### src/rtl/tmds_decoder.sv
// TMDS receive symbol decoder: finds 10-bit word alignment from repeated control
// tokens, then decodes data and control symbols at the locked bit offset.
module tmds_decoder #(
   parameter int LOCK_COUNT = 8,
   parameter int TIMEOUT    = 1023
) (
   input  logic       i_clk,
   input  logic       i_rst,
   input  logic [9:0] i_tmds,
   output logic [7:0] o_data,
   output logic [1:0] o_control,
   output logic       o_de,
   output logic       o_locked,
   output logic       o_err
);
   localparam int LC_W = $clog2(LOCK_COUNT + 1);
   localparam int TO_W = $clog2(TIMEOUT + 1);

   typedef enum logic {SEARCH, LOCKED} state_t;
   state_t state, state_nxt;

   logic [9:0]      prev;
   logic [19:0]     cat;
   logic [9:0]      win [10];
   logic [9:0]      hit;
   logic            any_hit;
   logic [3:0]      cand, cand_r, cand_nxt, off, off_nxt;
   logic [LC_W-1:0] mcnt, mcnt_nxt;
   logic [TO_W-1:0] tcnt, tcnt_nxt;
   logic [9:0]      q;
   logic            q_tok;
   logic [7:0]      d, q_data;
   logic [7:0]      data_nxt;
   logic [1:0]      ctl_nxt;
   logic            de_nxt, lock_nxt, err_nxt;

   function automatic logic is_tok(input logic [9:0] w);
      return (w == 10'b1101010100) || (w == 10'b0010101011) ||
             (w == 10'b0101010100) || (w == 10'b1010101011);
   endfunction

   function automatic logic [1:0] tok_code(input logic [9:0] w);
      case (w)
         10'b0010101011: return 2'b01;
         10'b0101010100: return 2'b10;
         10'b1010101011: return 2'b11;
         default:        return 2'b00;
      endcase
   endfunction

   // Older word sits in the low half so offset k starts at the k-th oldest bit.
   assign cat = {i_tmds, prev};

   for (genvar k = 0; k < 10; k++) begin : g_win
      assign win[k] = cat[k+9:k];
      assign hit[k] = is_tok(win[k]);
   end

   assign any_hit = |hit;

   always_comb begin
      cand = 4'd0;
      for (int k = 9; k >= 0; k--)
         if (hit[k]) cand = 4'(k);
   end

   assign q     = win[off];
   assign q_tok = is_tok(q);
   assign d     = q[9] ? ~q[7:0] : q[7:0];

   always_comb begin
      q_data    = '0;
      q_data[0] = d[0];
      for (int i = 1; i < 8; i++)
         q_data[i] = q[8] ? (d[i] ^ d[i-1]) : ~(d[i] ^ d[i-1]);
   end

   always_comb begin
      state_nxt = state;
      cand_nxt  = cand_r;
      off_nxt   = off;
      mcnt_nxt  = mcnt;
      tcnt_nxt  = tcnt;
      data_nxt  = '0;
      ctl_nxt   = o_control;
      de_nxt    = 1'b0;
      lock_nxt  = 1'b0;
      err_nxt   = 1'b0;
      case (state)
         SEARCH: begin
            ctl_nxt = 2'b00;
            if (!any_hit)
               mcnt_nxt = '0;
            else if (cand == cand_r)
               mcnt_nxt = mcnt + 1'b1;
            else begin
               cand_nxt = cand;
               mcnt_nxt = LC_W'(1);
            end
            // The word that completes lock is only counted, never decoded.
            if (any_hit && mcnt_nxt == LC_W'(LOCK_COUNT)) begin
               state_nxt = LOCKED;
               off_nxt   = cand_nxt;
               mcnt_nxt  = '0;
               lock_nxt  = 1'b1;
            end
         end
         LOCKED: begin
            lock_nxt = 1'b1;
            if (q_tok) begin
               tcnt_nxt = '0;
               ctl_nxt  = tok_code(q);
            end else if (tcnt == TO_W'(TIMEOUT - 1)) begin
               state_nxt = SEARCH;
               tcnt_nxt  = '0;
               mcnt_nxt  = '0;
               cand_nxt  = '0;
               off_nxt   = '0;
               ctl_nxt   = 2'b00;
               lock_nxt  = 1'b0;
               err_nxt   = 1'b1;
            end else begin
               tcnt_nxt = tcnt + 1'b1;
               de_nxt   = 1'b1;
               data_nxt = q_data;
            end
         end
         default: state_nxt = SEARCH;
      endcase
   end

   always_ff @(posedge i_clk) begin
      if (i_rst) begin
         state     <= SEARCH;
         prev      <= '0;
         cand_r    <= '0;
         off       <= '0;
         mcnt      <= '0;
         tcnt      <= '0;
         o_data    <= '0;
         o_control <= '0;
         o_de      <= 1'b0;
         o_locked  <= 1'b0;
         o_err     <= 1'b0;
      end else begin
         state     <= state_nxt;
         prev      <= i_tmds;
         cand_r    <= cand_nxt;
         off       <= off_nxt;
         mcnt      <= mcnt_nxt;
         tcnt      <= tcnt_nxt;
         o_data    <= data_nxt;
         o_control <= ctl_nxt;
         o_de      <= de_nxt;
         o_locked  <= lock_nxt;
         o_err     <= err_nxt;
      end
   end

endmodule
### config.mk
export PLATFORM = sky130hd
export DESIGN_NAME = tmds_decoder
export DESIGN_NICKNAME = d
export VERILOG_FILES = /design/src/rtl/tmds_decoder.sv
export SDC_FILE = /design/constraint.sdc
export NUM_CORES = 1
export LEC_CHECK = 0
export BUFFER_PORTS_ARGS = -buffer_cell sky130_fd_sc_hd__buf_2
export CORE_UTILIZATION = 50
export CTS_BUF_LIST = sky130_fd_sc_hd__clkbuf_16
export DETAILED_ROUTE_END_ITERATION = 10
export GPL_ROUTABILITY_DRIVEN = 0
export PLACE_DENSITY = 0.68
export SLEW_MARGIN = 40
export SYNTH_ARGS = -nofsm -noshare
export SYNTH_HDL_FRONTEND = slang
export SYNTH_SLANG_ARGS = --single-unit
### constraint.sdc
create_clock -name i_clk -period 5.4 [get_ports i_clk]
set_input_delay 0.27 -clock i_clk [delete_from_list [all_inputs] [get_ports i_clk]]
set_output_delay 0.27 -clock i_clk [all_outputs]
set_load 0.02 [all_outputs]
==> impl_metrics.toml, run 1 <==
[critical_path]
setup.worst_path.start_class = "flop"
reg2regPathDepth = 14
path_cells = "inv_1 -> and2_1 -> a211oi_1 -> a21oi_1 -> o22ai_1 -> inv_1 -> ha_1 -> nand4_1 -> nor2_2 -> or4_4 -> clkinv_4 -> and2_1 -> o21ai_1 -> o31ai_1"
cp.arrival_ns = 3.61
cp_slowest_stage_delay_ns = 0.67
slowest_stage = "or4_4"
crit_start = "off[0]"
critical_path_buf_inv_count = 3
cp-end-kind = "flop"
r2r_start = "off[0]"
criticalPathCategory = "reg -> reg"
cp.depth = 14
path_max_fanout = 17
required_ns = 5.61
cp_top_family = "simple AND/OR/NAND/NOR gates"

[hold_path]
hold_path_depth = 2
hold_path.class = "in -> reg"
hold_start = "i_tmds[9]"

[sta]
report.final.slew_viol_count = 0
slew_headroom_pct = 54.3
clock.fmax_ghz = 0.294
report.final.hold_viol_count = 0
tns_ns = 0
min_period_ns = 3.40
fin_hold_ws_ns = 0.187
max_slew.worst_pin.slew_ns = 0.684
setup_viol = 0
rsz0062_at_grt = "false"
fin_skew_ns = 0.00547
min_period_over_period_pct = 62.9

[pwr]
power_mw = 0.732
p_leak_nw = 1.30
p_seq_share_pct = 47.3
powerDensity_nw_per_um2 = 211
power_switching_mw = 0.189
clock_power_share_pct = 42.3
p_int_mw = 0.543
switching_share_pct = 25.9
combPwrFrac_pct = 10.3
peakVddDrop_uv = 155

[routing]
avgRoutedWirePerCell_um = 15.4
dr.pass1.iters = 4
drtIter0Drc = 192
wl_um = 7050
vias = 2718
drtAntennaViolNets = 0
drc_errors = 0
viasPerCell = 5.96

[global_routing]
antenna_found_initial = 0
grt_max_degree = 24
groute.usage.overall_pct = 22.4
grt_pass1_vias = 2499
grt_pass1_wl_um = 11700
grt-ovfl-total = 0

[yosys]
synth_top_area_share_pct = 28.0
yosys_warnings = 0
synthArstFlopShare_pct = 0
synth_edf_count = 0
synth.net_count = 395
synth_top_flop_cell = "dfxtp_1"
syn_inst = 372
syn_area_per_cell_um2 = 8.65
synth_cell_types = 66
synth_area_um2 = 3220
ys_ff_latch = 45
yosysSeqAreaShare_pct = 28.0
synthTopCellsByArea = "dfxtp_1 (28%), mux2i_1 (8.4%), ha_1 (4.3%)"
yosys.area.top_type = "dfxtp_1"

[floorplanning]
dieArea_um2 = 6760
die_x_um = 82.2
core_um2 = 6060
die_h_um = 82.2
io-pin-count = 25
start_util_pct = 53.1
rows = 28

[placement]
hpwl_um = 5160
numPortBuffers = 24
dp.cells = 448

[clock_tree]
numCtsBuffers = 5
clk_pin_slew_ns = 0.07
cts_tree = "yes"
clock_latency_ns = 0.29
root_buffer = "clkbuf_16"
cts.sinks = 45
postCtsSetupRepairBufs = 0
hold_buffers = 0
cts_resized = 0
htree_levels = 2
clock_path_buffers = 2

[layout]
layout_commonest_cell = "dfxtp_1"
syn2layout_area_growth_pct = 7.82
diodes = 0
nFillCells = 580
layout_common_cells = "dfxtp_1 (44), mux2i_1 (27), nand2_1 (24), buf_2 (24), nor2_1 (21)"
final_cell_count_no_fill = 456
drive_above_1_share_pct = 15.5
nets = 403

[flow_run]
maxCapViolCount = 0

[outcome]
status = "finished, final reports clean"
-- cells by family (layout without fill, tap and decap cells) --
kind of cell    after synthesis  in the layout  share of synthesized area [%]
simple gates                148            148                           27.9
compound gates               80             80                           17.4
flops                        45             45                           28.0
buf+inv                      38             47                           5.79
mux                          34             34                           12.2
xor+xnor                     16             16                           4.35
fa+ha+maj                    11             11                           4.28
-- path summary, 6_finish.rpt --
kind                            slack (ns)       to
worst max-delay path                  2.00  tcnt[8]
worst min-delay path                  0.19  prev[9]
worst max register to register        2.00  tcnt[8]
worst min register to register        0.47  tcnt[6]
-- synth_stat cells (all sizes together) (8+ instances only) --
library cell,count
a21oi,15
and2,9
buf,11
clkbuf,13
dfxtp,45
ha,11
inv,13
mux2i,27
nand2,25
nand2b,9
nand3,16
nand4,8
nor2,23
nor2b,16
o21ai,17
o22ai,9
xnor2,12
-- metal layers --
| layer | track usage [%] | part of all wire (%) | up-vias |
|---|---|---|---|
| met4 | 5.09 | 0.85 | 0 |
| met1 | 28.4 | 47 | 1285 |
| met5 | 0 | 0 | - |
| met3 | 4.07 | 3.3 | 5 |
| li1 | - | - | 1376 |
| met2 | 39.3 | 49 | 52 |
-- state kept, by name, indices dropped and copies added, names as in the netlist --
name / count
prev: 10
o_err: 1
o_de: 1
o_data: 8
off: 4
mcnt: 4
o_control: 2
tcnt: 10
cand_r: 4
state: 1
-- power groups by stage --
stage / Clock (mW) / Combinational, mW / Sequential (mW)
6_report: 0.310 / 0.0755 / 0.347
5_1_grt: 0.327 / 0.0837 / 0.347
4_1_cts: 0.314 / 0.0747 / 0.346
3_5_place_dp: 0 / 0.0743 / 0.354
3_3_place_gp: 0 / 0.0731 / 0.354
2_1_floorplan: 0 / 0.0603 / 0.347
-- worst reg2reg max path, delay by kind of cell (launching register included) --
family,cells,cell delay (ns)
AO/OA/AOI/OAI,5,0.84
adder cells (fa/ha/maj),1,0.21
AND/OR/NAND/NOR,5,1.15
buffers and inverters,3,0.46
flip-flops,1,0.66
-- through the flow --
stage                     setup slack [ns]  utilization (%)  cell area, um^2
after global routing                  1.78             57.2             3470
after global placement                1.92             54.6             3310
final                                 2.00             57.2             3470
after detailed placement              1.88             54.7             3310
after CTS                             1.83             57.1             3460
after floorplan                       2.32                -             3220
-- final cells by class --
| cell class | count | area [um^2] | share of cell area [%] |
|---|---|---|---|
| Sequential cell | 45 | 902 | 26.0 |
| Inverter | 14 | 57.6 | 1.66 |
| Multi-Input combinational cell | 289 | 2140 | 61.7 |
| Clock inverter | 3 | 21.3 | 0.613 |
| Timing Repair Buffer | 25 | 128 | 3.68 |
| Tap cell | 75 | 93.8 | 2.70 |
| Clock buffer | 5 | 125 | 3.61 |
Note: power is estimated with default switching activity, not from simulation.
==> run 2, diff against run 1 <==
- ABC_AREA: not set -> 1
- clock period: 5.4 -> 3.3 ns (I/O delays scaled with it)
==> impl_metrics.toml, run 2 <==
[outcome]
status = "finished, final reports clean"

[yosys]
yosys_warnings = 0
synth_common_cells = "nand2_1 (91), nor2_1 (66), inv_1 (54), dfxtp_1 (45), o21ai_0 (35)"
synth_top_flop_cell = "dfxtp_1"
synth_area_um2 = 3260
yosys.area.top_type = "dfxtp_1"
synth_edf_count = 0
yosysSeqAreaShare_pct = 27.7
synthArstFlopShare_pct = 0
synth_top_area_share_pct = 27.7
syn_area_per_cell_um2 = 6.71
synthTopCellsByArea = "dfxtp_1 (28%), nand2_1 (10%), nor2_1 (7.6%)"
synth.net_count = 508
yosysMostFrequentCell = "nand2_1"
syn_inst = 485
ys_ff_latch = 45
synth_cell_types = 47

[critical_path]
required_ns = 3.51
reg2regPathDepth = 15
critical_path_buf_inv_count = 2
rrSetupSlack_ns = 0.25
cp-end-kind = "flop"
path_cells = "inv_2 -> o21ai_0 -> o21ai_0 -> a21oi_1 -> o21ai_0 -> o21a_1 -> ha_1 -> and3_1 -> nand3_1 -> nand2_1 -> a211oi_2 -> nand2_2 -> inv_2 -> nand3_1 -> o21ai_0"
cp_slowest_stage_delay_ns = 0.53
slowest_stage = "dfxtp_1"
r2r_start = "prev[7]"
setup.worst_path.start_class = "flop"
critPathMostFrequentCell = "o21ai_0"
cp.arrival_ns = 3.26
path_max_fanout = 17
cp_top_family = "compound AO/OA/AOI/OAI gates"
criticalPathCategory = "reg -> reg"
r2r-end = "tcnt[7]"

[sta]
report.final.slew_viol_count = 0
max_slew.worst_pin.slew_ns = 0.476
tns_ns = 0
finalWorstSetupSlack_ns = 0.253
min_period_ns = 3.05
fin_skew_ns = 0.00376
min_period_over_period_pct = 92.3
slew_headroom_pct = 68.3
fin_hold_ws_ns = 0.0722
setup_viol = 0
clock.fmax_ghz = 0.328
report.final.hold_viol_count = 0
rsz0062_at_grt = "false"

[floorplanning]
rows = 29
core_um2 = 6310
io-pin-count = 25
die_x_um = 82.7
dieArea_um2 = 6840
start_util_pct = 51.6
die_h_um = 82.7

[global_routing]
grt-ovfl-total = 0
antenna_found_initial = 0
groute.usage.overall_pct = 24.0
grt_max_degree = 33
grt_pass1_vias = 2752
grt_pass1_wl_um = 12600

[pwr]
peakVddDrop_uv = 206
p_leak_nw = 1.61
power_mw = 1.23
powerDensity_nw_per_um2 = 339

[routing]
viasPerCell = 5.37
avgRoutedWirePerCell_um = 13.2
drtAntennaViolNets = 0
drtIter0Drc = 232
dr.pass1.iters = 4
vias = 3166
drc_errors = 0
wl_um = 7820

[clock_tree]
cts_tree = "yes"
clk_pin_slew_ns = 0.07
htree_levels = 2
cts.sinks = 45
clock_latency_ns = 0.29
hold_buffers = 0
clock_path_buffers = 2
numCtsBuffers = 5
root_buffer = "clkbuf_16"

[layout]
reg.largest.list = "prev: 10 flops, tcnt: 10 flops, o_data: 8 flops"
layout_common_cells = "nand2_1 (91), nor2_1 (66), inv_1 (53)"
diodes = 0
nFillCells = 613
multi_input_area_um2 = 2020
drive_above_1_share_pct = 19.9
nets = 535
syn2layout_area_growth_pct = 11.0
register_area_um2 = 902
layout_commonest_cell = "nand2_1"

[hold_path]
hold_start = "i_tmds[9]"
hold_path_depth = 3
hold_path.class = "in -> reg"
hold-path-endpoint = "prev[9]"

[placement]
numPortBuffers = 24
dp_slack_ns = 0.123
hpwl_um = 6090

[flow_run]
maxCapViolCount = 0
[run 2: cell count changes after synthesis, sizes merged, moves of 10 or more]
cell,before,now
mux2i,27,3
clkbuf,13,2
inv,13,66
o21ai,17,38
nor2,23,80
nor2b,16,0
o211ai,0,10
nand3,16,36
nand2,25,101
[run 2: area by class of cell]
type	count	share of cell area, %
Multi-Input combinational cell	360	55.9
Sequential cell	45	25.0
Inverter	68	7.31
Timing Repair Buffer	32	4.99
Clock buffer	5	3.46
Tap cell	77	2.67
Clock inverter	3	0.693
[run 2: layer usage]
metal | up-vias | GRT usage (%) | part of all wire, %
met5 | - | 0 | 0
met4 | 0 | 8.10 | 1.5
met3 | 11 | 3.63 | 4.7
li1 | 1643 | - | -
met2 | 83 | 42.0 | 48
met1 | 1429 | 29.7 | 46
[run 2: worst max-delay path by stage]
| stage | from | to | slack (ns) | cells after the start |
|---|---|---|---|---|
| 2_1_floorplan | off[0] | o_data[3] | 0.66 | 18 |
| 3_3_place_gp | off[1] | tcnt[7] | 0.24 | 14 |
| 3_5_place_dp | off[1] | tcnt[5] | 0.12 | 12 |
| 4_1_cts | off[1] | tcnt[5] | 0.09 | 12 |
| 5_1_grt | prev[7] | o_control[0] | 0.03 | 16 |
| 6_report | prev[7] | tcnt[7] | 0.25 | 15 |
[run 2: through the flow]
| stage | util (%) | instance area [um^2] | std cells |
|---|---|---|---|
| 2_1_floorplan | - | 3260 | 485 |
| 3_3_place_gp | 54.5 | 3440 | 580 |
| 3_5_place_dp | 54.5 | 3440 | 580 |
| 4_1_cts | 56.9 | 3590 | 588 |
| 5_1_grt | 57.2 | 3610 | 590 |
| 6_report | 57.2 | 3610 | 590 |
[run 2: logic make-up (layout without fill, tap and decap cells)]
kind of cell,Yosys count,count (layout),synth area share [%]
adders and majority gates,11,11,4.23
xor gates and xnor gates,14,14,3.77
AOI/OAI and AO/OA,89,89,17.5
DFF,45,45,27.7
and+or+nand+nor,243,243,35.6
muxes,3,3,0.922
buffers and inverters,80,108,10.3
[run 2: repair_timing]
item | CTS | global route
resized for setup | 0 | 2
setup buffers | 0 | 2
setup endpoints to repair | 0 | 17
[run 2: worst register-to-register path, cell delays in order (launching register included)]
cell,delay [ns]
dfxtp_1,0.53
inv_2,0.14
o21ai_0,0.33
o21ai_0,0.16
a21oi_1,0.14
o21ai_0,0.10
o21a_1,0.16
ha_1,0.21
and3_1,0.16
nand3_1,0.14
nand2_1,0.08
a211oi_2,0.25
nand2_2,0.30
inv_2,0.14
nand3_1,0.07
o21ai_0,0.07
[run 2: report_power, final]
part	internal, mW	total (mW)	switching, mW
sequential	0.550	0.561	0.0111
combinational	0.0461	0.142	0.0959
clock	0.287	0.523	0.237
total	0.883	1.23	0.344
